$ cat src/rtl/bram_if_pkg.sv
// Shared definitions for users of the 64 KiB byte-wide block RAM port.
package bram_if_pkg;

  localparam int ADDR_W = 16;
  localparam int DATA_W = 8;

  localparam logic MEM_READ  = 1'b0;
  localparam logic MEM_WRITE = 1'b1;

  typedef enum logic [1:0] {
    IDLE  = 2'd0,
    WRITE = 2'd1,
    READ  = 2'd2,
    DONE  = 2'd3
  } state_t;

  // Address arithmetic wraps naturally at the top of the 64 KiB space.
  function automatic logic [ADDR_W-1:0] next_addr(input logic [ADDR_W-1:0] a);
    return a + ADDR_W'(1);
  endfunction

endpackage

$ cat src/rtl/bram_burst_master_if.sv
// Command, byte-stream and RAM-port signals of the burst master, bundled.
interface bram_burst_master_if;
  import bram_if_pkg::*;

  logic              cmd_valid;
  logic              cmd_ready;
  logic              cmd_write;
  logic [ADDR_W-1:0] cmd_addr;
  logic [ADDR_W-1:0] cmd_len_m1;

  logic [DATA_W-1:0] wr_data;
  logic              wr_valid;
  logic              wr_ready;

  logic [DATA_W-1:0] rd_data;
  logic              rd_valid;
  logic              rd_ready;

  logic              busy;
  logic              done;

  logic              mem_mode;
  logic [ADDR_W-1:0] mem_address;
  logic [DATA_W-1:0] mem_byte_in;
  logic [DATA_W-1:0] mem_byte_out;

  modport master (
    input  cmd_valid, cmd_write, cmd_addr, cmd_len_m1,
    input  wr_data, wr_valid, rd_ready, mem_byte_out,
    output cmd_ready, wr_ready, rd_data, rd_valid,
    output busy, done, mem_mode, mem_address, mem_byte_in
  );

  modport slave (
    output cmd_valid, cmd_write, cmd_addr, cmd_len_m1,
    output wr_data, wr_valid, rd_ready, mem_byte_out,
    input  cmd_ready, wr_ready, rd_data, rd_valid,
    input  busy, done, mem_mode, mem_address, mem_byte_in
  );

endinterface

$ cat src/rtl/bram_burst_master_skid.sv
// Two-entry byte FIFO absorbing RAM read latency so the read stream can stall.
module byte_skid_buffer
  import bram_if_pkg::*;
(
  input  logic              clk,
  input  logic              rst,
  input  logic              push,
  input  logic [DATA_W-1:0] din,
  input  logic              pop,
  output logic [DATA_W-1:0] dout,
  output logic              valid,
  output logic [1:0]        occupancy
);

  logic [DATA_W-1:0] head;
  logic [DATA_W-1:0] tail;
  logic [1:0]        occ;
  logic              do_pop;
  logic              do_push;

  assign do_pop  = pop && (occ != 2'd0);
  assign do_push = push && ((occ != 2'd2) || do_pop);

  // head is always the oldest byte, so the output is a plain register.
  always_ff @(posedge clk) begin
    if (rst) begin
      head <= '0;
      tail <= '0;
      occ  <= 2'd0;
    end else begin
      case ({do_push, do_pop})
        2'b10: begin
          if (occ == 2'd0) head <= din;
          else             tail <= din;
          occ <= occ + 2'd1;
        end
        2'b01: begin
          head <= tail;
          occ  <= occ - 2'd1;
        end
        2'b11: begin
          if (occ == 2'd1) begin
            head <= din;
          end else begin
            head <= tail;
            tail <= din;
          end
        end
        default: ;
      endcase
    end
  end

  assign dout      = head;
  assign valid     = (occ != 2'd0);
  assign occupancy = occ;

endmodule

$ cat src/rtl/bram_burst_master.sv
// Burst initiator for the byte-wide BRAM: sequences one RAM access per cycle
// for a commanded read or write burst, with a credit-limited read path.
module bram_burst_master
  import bram_if_pkg::*;
(
  input  logic         clk,
  input  logic         rst,
  bram_burst_master_if.master bus
);

  state_t            state;
  logic [ADDR_W-1:0] cur_addr;
  logic [ADDR_W-1:0] remaining;
  logic              inflight;
  logic              issued_all;

  logic [1:0]        occ;
  logic              buf_valid;
  logic [DATA_W-1:0] buf_data;

  logic              pop;
  logic              credit_ok;
  logic              issue;
  logic              wr_fire;
  logic              rd_finish;

  assign pop       = buf_valid && bus.rd_ready;
  // Buffered plus in-flight bytes may never exceed the two buffer slots.
  assign credit_ok = ({1'b0, occ} + {2'b00, inflight}) < (3'd2 + {2'b00, pop});
  assign issue     = (state == READ) && !issued_all && credit_ok;
  assign wr_fire   = (state == WRITE) && bus.wr_valid;
  assign rd_finish = (state == READ) && issued_all && !inflight &&
                     ((occ == 2'd0) || ((occ == 2'd1) && pop));

  always_ff @(posedge clk) begin
    if (rst) begin
      state      <= IDLE;
      cur_addr   <= '0;
      remaining  <= '0;
      inflight   <= 1'b0;
      issued_all <= 1'b0;
    end else begin
      inflight <= issue;
      case (state)
        IDLE: begin
          if (bus.cmd_valid) begin
            cur_addr   <= bus.cmd_addr;
            remaining  <= bus.cmd_len_m1;
            issued_all <= 1'b0;
            state      <= bus.cmd_write ? WRITE : READ;
          end
        end
        WRITE: begin
          if (bus.wr_valid) begin
            cur_addr  <= next_addr(cur_addr);
            remaining <= remaining - ADDR_W'(1);
            if (remaining == '0) state <= DONE;
          end
        end
        READ: begin
          if (issue) begin
            cur_addr  <= next_addr(cur_addr);
            remaining <= remaining - ADDR_W'(1);
            if (remaining == '0) issued_all <= 1'b1;
          end
          if (rd_finish) state <= DONE;
        end
        DONE: state <= IDLE;
        default: state <= IDLE;
      endcase
    end
  end

  // Read data lands on mem_byte_out the cycle after its issue, exactly when
  // inflight is set, so inflight doubles as the buffer push strobe.
  byte_skid_buffer u_skid (
    .clk       (clk),
    .rst       (rst),
    .push      (inflight),
    .din       (bus.mem_byte_out),
    .pop       (pop),
    .dout      (buf_data),
    .valid     (buf_valid),
    .occupancy (occ)
  );

  assign bus.cmd_ready   = (state == IDLE);
  assign bus.busy        = (state != IDLE);
  assign bus.done        = (state == DONE);
  assign bus.wr_ready    = (state == WRITE);
  assign bus.mem_mode    = wr_fire ? MEM_WRITE : MEM_READ;
  assign bus.mem_address = cur_addr;
  assign bus.mem_byte_in = (state == WRITE) ? bus.wr_data : '0;
  assign bus.rd_valid    = buf_valid;
  assign bus.rd_data     = buf_data;

endmodule

$ cat src/flat_wrapper.sv
// flat-port wrapper written by rule: the top's interface ports become plain ports
module bram_burst_master_flat import bram_if_pkg::*;
  (clk, rst, bus_cmd_valid, bus_cmd_write, bus_cmd_addr, bus_cmd_len_m1, bus_wr_data, bus_wr_valid, bus_rd_ready, bus_mem_byte_out, bus_cmd_ready, bus_wr_ready, bus_rd_data, bus_rd_valid, bus_busy, bus_done, bus_mem_mode, bus_mem_address, bus_mem_byte_in);
  bram_burst_master_if bus_i ();
  input  logic clk;
  input  logic rst;
  input wire logic [$bits(bus_i.cmd_valid)-1:0] bus_cmd_valid;
  input wire logic [$bits(bus_i.cmd_write)-1:0] bus_cmd_write;
  input wire logic [$bits(bus_i.cmd_addr)-1:0] bus_cmd_addr;
  input wire logic [$bits(bus_i.cmd_len_m1)-1:0] bus_cmd_len_m1;
  input wire logic [$bits(bus_i.wr_data)-1:0] bus_wr_data;
  input wire logic [$bits(bus_i.wr_valid)-1:0] bus_wr_valid;
  input wire logic [$bits(bus_i.rd_ready)-1:0] bus_rd_ready;
  input wire logic [$bits(bus_i.mem_byte_out)-1:0] bus_mem_byte_out;
  output wire logic [$bits(bus_i.cmd_ready)-1:0] bus_cmd_ready;
  output wire logic [$bits(bus_i.wr_ready)-1:0] bus_wr_ready;
  output wire logic [$bits(bus_i.rd_data)-1:0] bus_rd_data;
  output wire logic [$bits(bus_i.rd_valid)-1:0] bus_rd_valid;
  output wire logic [$bits(bus_i.busy)-1:0] bus_busy;
  output wire logic [$bits(bus_i.done)-1:0] bus_done;
  output wire logic [$bits(bus_i.mem_mode)-1:0] bus_mem_mode;
  output wire logic [$bits(bus_i.mem_address)-1:0] bus_mem_address;
  output wire logic [$bits(bus_i.mem_byte_in)-1:0] bus_mem_byte_in;
  assign bus_i.cmd_valid = bus_cmd_valid;
  assign bus_i.cmd_write = bus_cmd_write;
  assign bus_i.cmd_addr = bus_cmd_addr;
  assign bus_i.cmd_len_m1 = bus_cmd_len_m1;
  assign bus_i.wr_data = bus_wr_data;
  assign bus_i.wr_valid = bus_wr_valid;
  assign bus_i.rd_ready = bus_rd_ready;
  assign bus_i.mem_byte_out = bus_mem_byte_out;
  assign bus_cmd_ready = bus_i.cmd_ready;
  assign bus_wr_ready = bus_i.wr_ready;
  assign bus_rd_data = bus_i.rd_data;
  assign bus_rd_valid = bus_i.rd_valid;
  assign bus_busy = bus_i.busy;
  assign bus_done = bus_i.done;
  assign bus_mem_mode = bus_i.mem_mode;
  assign bus_mem_address = bus_i.mem_address;
  assign bus_mem_byte_in = bus_i.mem_byte_in;
  bram_burst_master u_core (.clk(clk), .rst(rst), .bus(bus_i));
endmodule
$ cat config.mk
export PLATFORM = sky130hd
export DESIGN_NAME = bram_burst_master_flat
export DESIGN_NICKNAME = d
export VERILOG_FILES = /design/src/rtl/bram_if_pkg.sv /design/src/rtl/bram_burst_master_if.sv /design/src/rtl/bram_burst_master_skid.sv /design/src/rtl/bram_burst_master.sv /design/src/flat_wrapper.sv
export SDC_FILE = /design/constraint.sdc
export NUM_CORES = 1
export LEC_CHECK = 0
export ABC_AREA = 0
export CELL_PAD_IN_SITES_DETAIL_PLACEMENT = 0
export CELL_PAD_IN_SITES_GLOBAL_PLACEMENT = 2
export CORE_ASPECT_RATIO = 1.2
export CORE_MARGIN = 3
export CORE_UTILIZATION = 29
export CTS_BUF_LIST = sky130_fd_sc_hd__clkbuf_8
export DETAILED_ROUTE_END_ITERATION = 6
export GPL_ROUTABILITY_DRIVEN = 0
export PLACE_DENSITY = 0.86
export SYNTH_ARGS = -nofsm -noshare
export SYNTH_HDL_FRONTEND = slang
export SYNTH_SLANG_ARGS = --single-unit
$ cat constraint.sdc
create_clock -name clk -period 2.65 [get_ports clk]
set_input_delay 0.265 -clock clk [delete_from_list [all_inputs] [get_ports clk]]
set_output_delay 0.265 -clock clk [all_outputs]
set_load 0.03 [all_outputs]
# Word-level counts from Yosys, hierarchy flattened
# Index checks and enable logic that the tools add are counted.
[totals]
reg_bits = 54
in_bits = 54
out_inout_bits = 38
wordCells = 88
[op_classes]
addsub = 6
magnitude_cmp = 1
eq_ne = 17
n_mux = 27
n_reduce_logical = 29
[ops]
columns = ["operator", "count"]
rows = [
  ["$mux 16", 6],
  ["$pmux 16 s3", 2],
  ["$mux 8", 5],
  ["$pmux 8 s3", 1],
  ["$add 16x1->16 const B", 1],
  ["$logic_not 16->1", 1],
  ["$pmux 8 s2", 1],
  ["$sub 16x1->16 const B", 1],
  ["$ne 2x2->1 const B", 6],
  ["$reduce_and 4->1", 3],
  ["$logic_and 1x1->1", 10],
  ["$mux 2", 5],
  ["$reduce_bool 2->1", 5],
  ["$eq 2x2->1 const B", 4],
  ["$ne 2x1->1 const B", 4],
  ["$pmux 2 s4", 1],
  ["$eq 2x1->1 const B", 3],
  ["$reduce_bool 3->1", 2],
  ["$logic_not 2->1", 2],
  ["$mux 1", 4],
  ["$pmux 2 s2", 1],
  ["$add 2x1->3", 1],
  ["$add 2x1->3 const A", 1],
  ["$lt 3x3->1", 1],
  ["7 further kinds", 9],
]

# Longest topological paths before layout
[logic_depth]
ltp_word = 8
depth_mapped = 8
ltp_nobuf = 6

# By module
# Synthesis repeated with hierarchy kept, for this count alone.
[hier_totals]
cells_unflattened = 416
hier_area_um2 = 3240.6
[by_module_without_submodules]
columns = ["mod", "n_inst", "cells_per_inst", "area_each_um2", "seq_area_each_um2"]
rows = [
  ["bram_burst_master", 1, 322, 2372.3, 720.7],
  ["byte_skid_buffer", 1, 94, 868.3, 360.3],
]

# Least setup slack after synthesis
# OpenSTA, ideal clock, no wires.
[synth_timing]
path_type = "register to register"
startpoint = "reg u_core.state[0]"
endpoint = "reg u_core.cur_addr[4] (netlist: u_core.bus.mem_address[4])"
setup_time_ps = 134
arrival_ps = 1987
required_ps = 2516
slack_ps = 529
path_stages_with_launch = 9
path_buffers = 2
cell_sequence = "dfxtp_1 > inv_1 > ha_1 > nor2b_1 > or3_1 > buf_2 > buf_2 > a211oi_1 > o32ai_1"
[synth_via]
elab_cells_between_ends = 11
cone_classes = "5 x eq/ne; 1 x mux; 5 x reduce/logical"
[synth_lines]
columns = ["item", "line", "text"]
rows = [
  ["from (decl)", "bram_burst_master.sv:11", "state_t state;"],
  ["from (signal assigned)", "bram_burst_master.sv:50", "state <= bus.cmd_write ? WRITE : READ;"],
  ["$logic_not 2->1 (*)", "n/a", ""],
  ["via bus_cmd_ready", "flat_wrapper.sv:15", "output wire logic [$bits(bus_i.cmd_ready)-1:0] bus_cmd_ready;"],
  ["$ne 2x2->1 (no line) or $reduce_bool 3->1 (tied branches)", "n/a", ""],
  ["$reduce_and 4->1 (no line)", "n/a", ""],
  ["to (signal assigned)", "bram_burst_master.sv:47", "cur_addr <= bus.cmd_addr;"],
  ["to (signal assigned)", "bram_burst_master.sv:55", "cur_addr <= next_addr(cur_addr);"],
  ["to (signal assigned)", "bram_burst_master.sv:62", "cur_addr <= next_addr(cur_addr);"],
  ["to (decl)", "bram_burst_master.sv:12", "logic [ADDR_W-1:0] cur_addr;"],
]
# The timed path passes the listed nets; every way through them passes the cells marked *.
# A chain may end at the register's enable or synchronous reset.

# Worst setup path after layout
[layout_timing]
startpoint = "reg u_core.u_skid.occ[1] (netlist: u_core.u_skid.occupancy[1])"
endpoint = "reg u_core.remaining[11]"
[layout_via]
elab_chain_len = 7
elab_cells_between_ends = 8
cone_classes = "2 x add/sub; 1 x order compare; 1 x eq/ne; 4 x reduce/logical"
[layout_rtl]
columns = ["item", "line", "text"]
rows = [
  ["from (decl)", "bram_burst_master_skid.sv:17", "logic [1:0] occ;"],
  ["from (signal assigned)", "bram_burst_master_skid.sv:35", "occ <= occ + 2'd1;"],
  ["from (signal assigned)", "bram_burst_master_skid.sv:39", "occ <= occ - 2'd1;"],
  ["$reduce_bool 2->1", "bram_burst_master_skid.sv:55", "assign valid = (occ != 2'd0);"],
  ["$logic_and 1x1->1", "bram_burst_master.sv:27", "assign pop = buf_valid && bus.rd_ready;"],
  ["$add 2x1->3", "bram_burst_master.sv:29", "assign credit_ok = ({1'b0, occ} + {2'b00, inflight}) < (3'd2 + {2'b00, pop});"],
  ["$lt 3x3->1 (*)", "bram_burst_master.sv:29", ""],
  ["$logic_and 1x1->1 (*)", "bram_burst_master.sv:30", "assign issue = (state == READ) && !issued_all && credit_ok;"],
  ["$ne 2x1->1 (no line) (*)", "n/a", ""],
  ["$reduce_and 4->1 (no line) (*)", "n/a", ""],
  ["to (signal assigned)", "bram_burst_master.sv:48", "remaining <= bus.cmd_len_m1;"],
  ["to (signal assigned)", "bram_burst_master.sv:56", "remaining <= remaining - ADDR_W'(1);"],
  ["to (signal assigned)", "bram_burst_master.sv:63", "remaining <= remaining - ADDR_W'(1);"],
  ["to (decl)", "bram_burst_master.sv:13", "logic [ADDR_W-1:0] remaining;"],
]
# Mark *: on every way between the ends. The rest lies on a longest branch, timed or not.

==> impl_metrics.py <==
metrics = {
    "clock_network": {
        "clk_pin_slew_ns": 0.11,
        "holdBufCountCts": 0,
        "cts_buffer_depth": 2,
        "clkSinkCount": 54,
        "cts_max_level": 2,
        "cts_resized": 0,
        "postCtsSetupRepairBufs": 0,
        "cts_tree": "built",
        "insertion_delay_ns": 0.31,
        "cts.root.buffer_cell": "clkbuf_8",
        "cts_inserted_buffers": 5,
    },
    "min_path": {
        "whs_endpoint": "u_core.remaining[14]",
        "holdCritPathClass": "flip-flop to flip-flop",
        "hold_path_depth": 2,
        "hold_start": "u_core.remaining[14]",
    },
    "yosys": {
        "synth.most_common_cell": "dfxtp_1",
        "synth_cells": 417,
        "synthFlopType": "dfxtp_1",
        "synth-edff-count": 0,
        "yosysTopAreaCell": "dfxtp_1",
        "ys_async_sr_fraction_pct": 0,
        "synth_top_area_share_pct": 30.7,
        "yosys-top-cells-count": "dfxtp_1, nand2_1, nor2_1, clkbuf_1, nand3_1",
        "syn_nets": 483,
        "ys_types": 71,
        "ys_top_cells_by_area": "dfxtp_1, ha_1, mux2i_1",
        "seq_area_frac_synth_pct": 30.7,
        "syn_area_um2": 3520,
        "synth.avg_cell_area_um2": 8.45,
        "ys_seq_elements": 54,
        "yosys_warnings": 0,
    },
    "power_and_ir_drop": {
        "power_density_nw_per_um2": 1320,
        "power_leakage_nw": 1.70,
        "vdd.ir_drop.worst_mv": 0.473,
    },
    "timing": {
        "rsz0062_at_grt": "no",
        "tns_ns": 0,
        "slew_headroom_pct": 27.8,
        "hold_violations": 0,
        "fin_crit_sh_pct": 89.7,
        "tightest_slew_ns": 1.08,
        "slew_violations": 0,
        "fin_crit_ns": 2.38,
        "fmax_ghz": 0.421,
        "setup_violations": 0,
        "clock_skew_ns": 0.00883,
    },
    "global_routing": {
        "overflow": 0,
        "groute.usage.overall_pct": 15.9,
        "grt_pass1_vias": 3486,
        "grt_pass1_wl_mm": 17.9,
        "antenna_found_initial": 0,
        "grt_max_degree": 50,
    },
    "layout": {
        "final_layout_size_suffix_gt1_share_pct": 10.3,
        "antennaDiodeCount": 0,
        "fillCellCount": 1251,
        "syn_to_final_growth_pct": 32.8,
        "multi_input_area_um2": 2210,
        "final_util_pct": 39.9,
        "seq_area_um2": 1080,
        "final_nets": 562,
    },
    "setup_path": {
        "start_kind": "flip-flop",
        "worst-setup-path-type": "flip-flop to flip-flop",
        "crit_arrival_ns": 2.60,
        "r2r_start": "u_core.u_skid.occupancy[1]",
        "r2r_end": "u_core.remaining[11]",
        "r2r_setup_slack_ns": 0.27,
        "rr_worst_depth": 6,
        "crit_fanout": 15,
        "required_ns": 2.87,
        "end_kind": "flip-flop",
    },
    "floorplan": {
        "die_x_um": 107,
        "die_height_um": 127,
        "initial_core_util_pct": 30.0,
        "core-area_um2": 11700,
        "die-area_um2": 13500,
        "num_rows": 43,
        "io_pins": 92,
    },
    "route": {
        "vias": 3558,
        "viasPerCell": 5.44,
        "drt_pass1_iterations": 4,
        "wl_mm": 10.9,
        "ant_nets": 0,
        "drt_iter0_markers": 175,
        "drt-wirelength-per-cell_um": 16.6,
        "drc": 0,
    },
    "status": {
        "run_status": "finished, final reports clean",
    },
    "placement": {
        "port_buffers": 91,
        "dp_hpwl_mm": 7.73,
    },
    "run": {
        "maxCapViolCount": 0,
    },
}
## logic make-up (layout without fill, tap and decap cells)
| group | count (synthesis) | after routing | share of synthesized area, % |
|---|---|---|---|
| AO/OA/AOI/OAI | 125 | 125 | 29.7 |
| XOR/XNOR | 1 | 1 | 0.249 |
| adder cells (fa/ha/maj) | 12 | 12 | 4.26 |
| buffers and inverters | 50 | 130 | 6.53 |
| flip-flops | 54 | 54 | 30.7 |
| multiplexers | 15 | 15 | 4.26 |
| AND/OR/NAND/NOR | 160 | 160 | 24.3 |
## stage by stage
stage | instances | setup WS, ns | total power, mW | hold slack [ns] | instance area (um2)
after CTS | 654 | 0.254 | 6.20 | 0.494 | 4680
after global placement | 646 | 0.331 | 5.55 | 0.455 | 4560
after floorplan | 417 | 0.529 | 4.36 | 0.386 | 3520
after global routing | 654 | 0.0953 | 6.67 | 0.517 | 4680
final | 654 | 0.274 | 6.16 | 0.496 | 4680
after detailed placement | 646 | 0.247 | 5.59 | 0.477 | 4560
## placed cells by master (no fill, tap or decap), drive strengths merged, types with 5 or more instances in the layout
master / netlist / final
clkdlybuf4s50: 0 / 90
dfxtp: 54 / 54
nor2: 34 / 34
nand2: 34 / 34
inv: 17 / 19
nand3: 18 / 18
mux2i: 15 / 15
buf: 15 / 15
a211oi: 14 / 14
a31oi: 13 / 13
o31ai: 13 / 13
ha: 12 / 12
nor4: 12 / 12
o21ai: 12 / 12
nor3: 12 / 12
nor2b: 11 / 11
and2: 10 / 10
a311oi: 10 / 10
o32ai: 10 / 10
a21oi: 8 / 8
nand4: 7 / 7
clkbuf: 18 / 5
## area by class of cell
cell class,count,share of cell area [%]
clock inverter,3,1.02
timing repair buffer,105,21.6
inverter,17,1.36
multi-input combinational,313,47.3
clock buffer,5,1.47
sequential,54,23.1
tap,157,4.20
## flip-flops by register name, indices dropped and copies added, names as in the netlist
signal and count:
u_core.u_skid.tail 8, u_core.bus.mem_address 16, u_core.u_skid.dout 8, u_core.state 2, u_core.u_skid.occupancy 2, u_core.issued_all 1
u_core.remaining 16, u_core.inflight 1
## metal layers
metal | wire length, um | global-route usage [%] | vias to the layer above
li1 | - | - | 1760
met3 | 593 | 3.10 | 10
met1 | 4700 | 20.4 | 1690
met2 | 5430 | 27.5 | 98
met4 | 146 | 3.24 | 0
met5 | 0 | 0 | -
## worst max-delay path by stage
stage                                           from                         to  slack [ns]  cells past startpoint
after floorplan                      u_core.state[0]  u_core.bus.mem_address[4]        0.53                      8
after global placement                  bus_rd_ready       u_core.remaining[10]        0.33                      5
after detailed placement                bus_rd_ready       u_core.remaining[14]        0.25                      5
after CTS                 u_core.u_skid.occupancy[1]       u_core.remaining[14]        0.25                      6
after global routing      u_core.u_skid.occupancy[1]       u_core.remaining[11]         0.1                      6
final                     u_core.u_skid.occupancy[1]       u_core.remaining[11]        0.27                      6
## power by group
part	switching [mW]	internal (mW)	leakage, nW
logic	2.42	1.65	1.20
registers	0.373	1.13	0.444
clock network	0.301	0.289	0.0591
total	3.09	3.07	1.70
## critical path, cell delays in order (launching register included)
cell	delay [ns]
dfxtp_1	0.44
inv_1	0.09
ha_1	0.24
or4b_4	0.56
o21ai_4	0.37
nand2_4	0.25
o32ai_1	0.33
(Power assumes the default switching activity.)
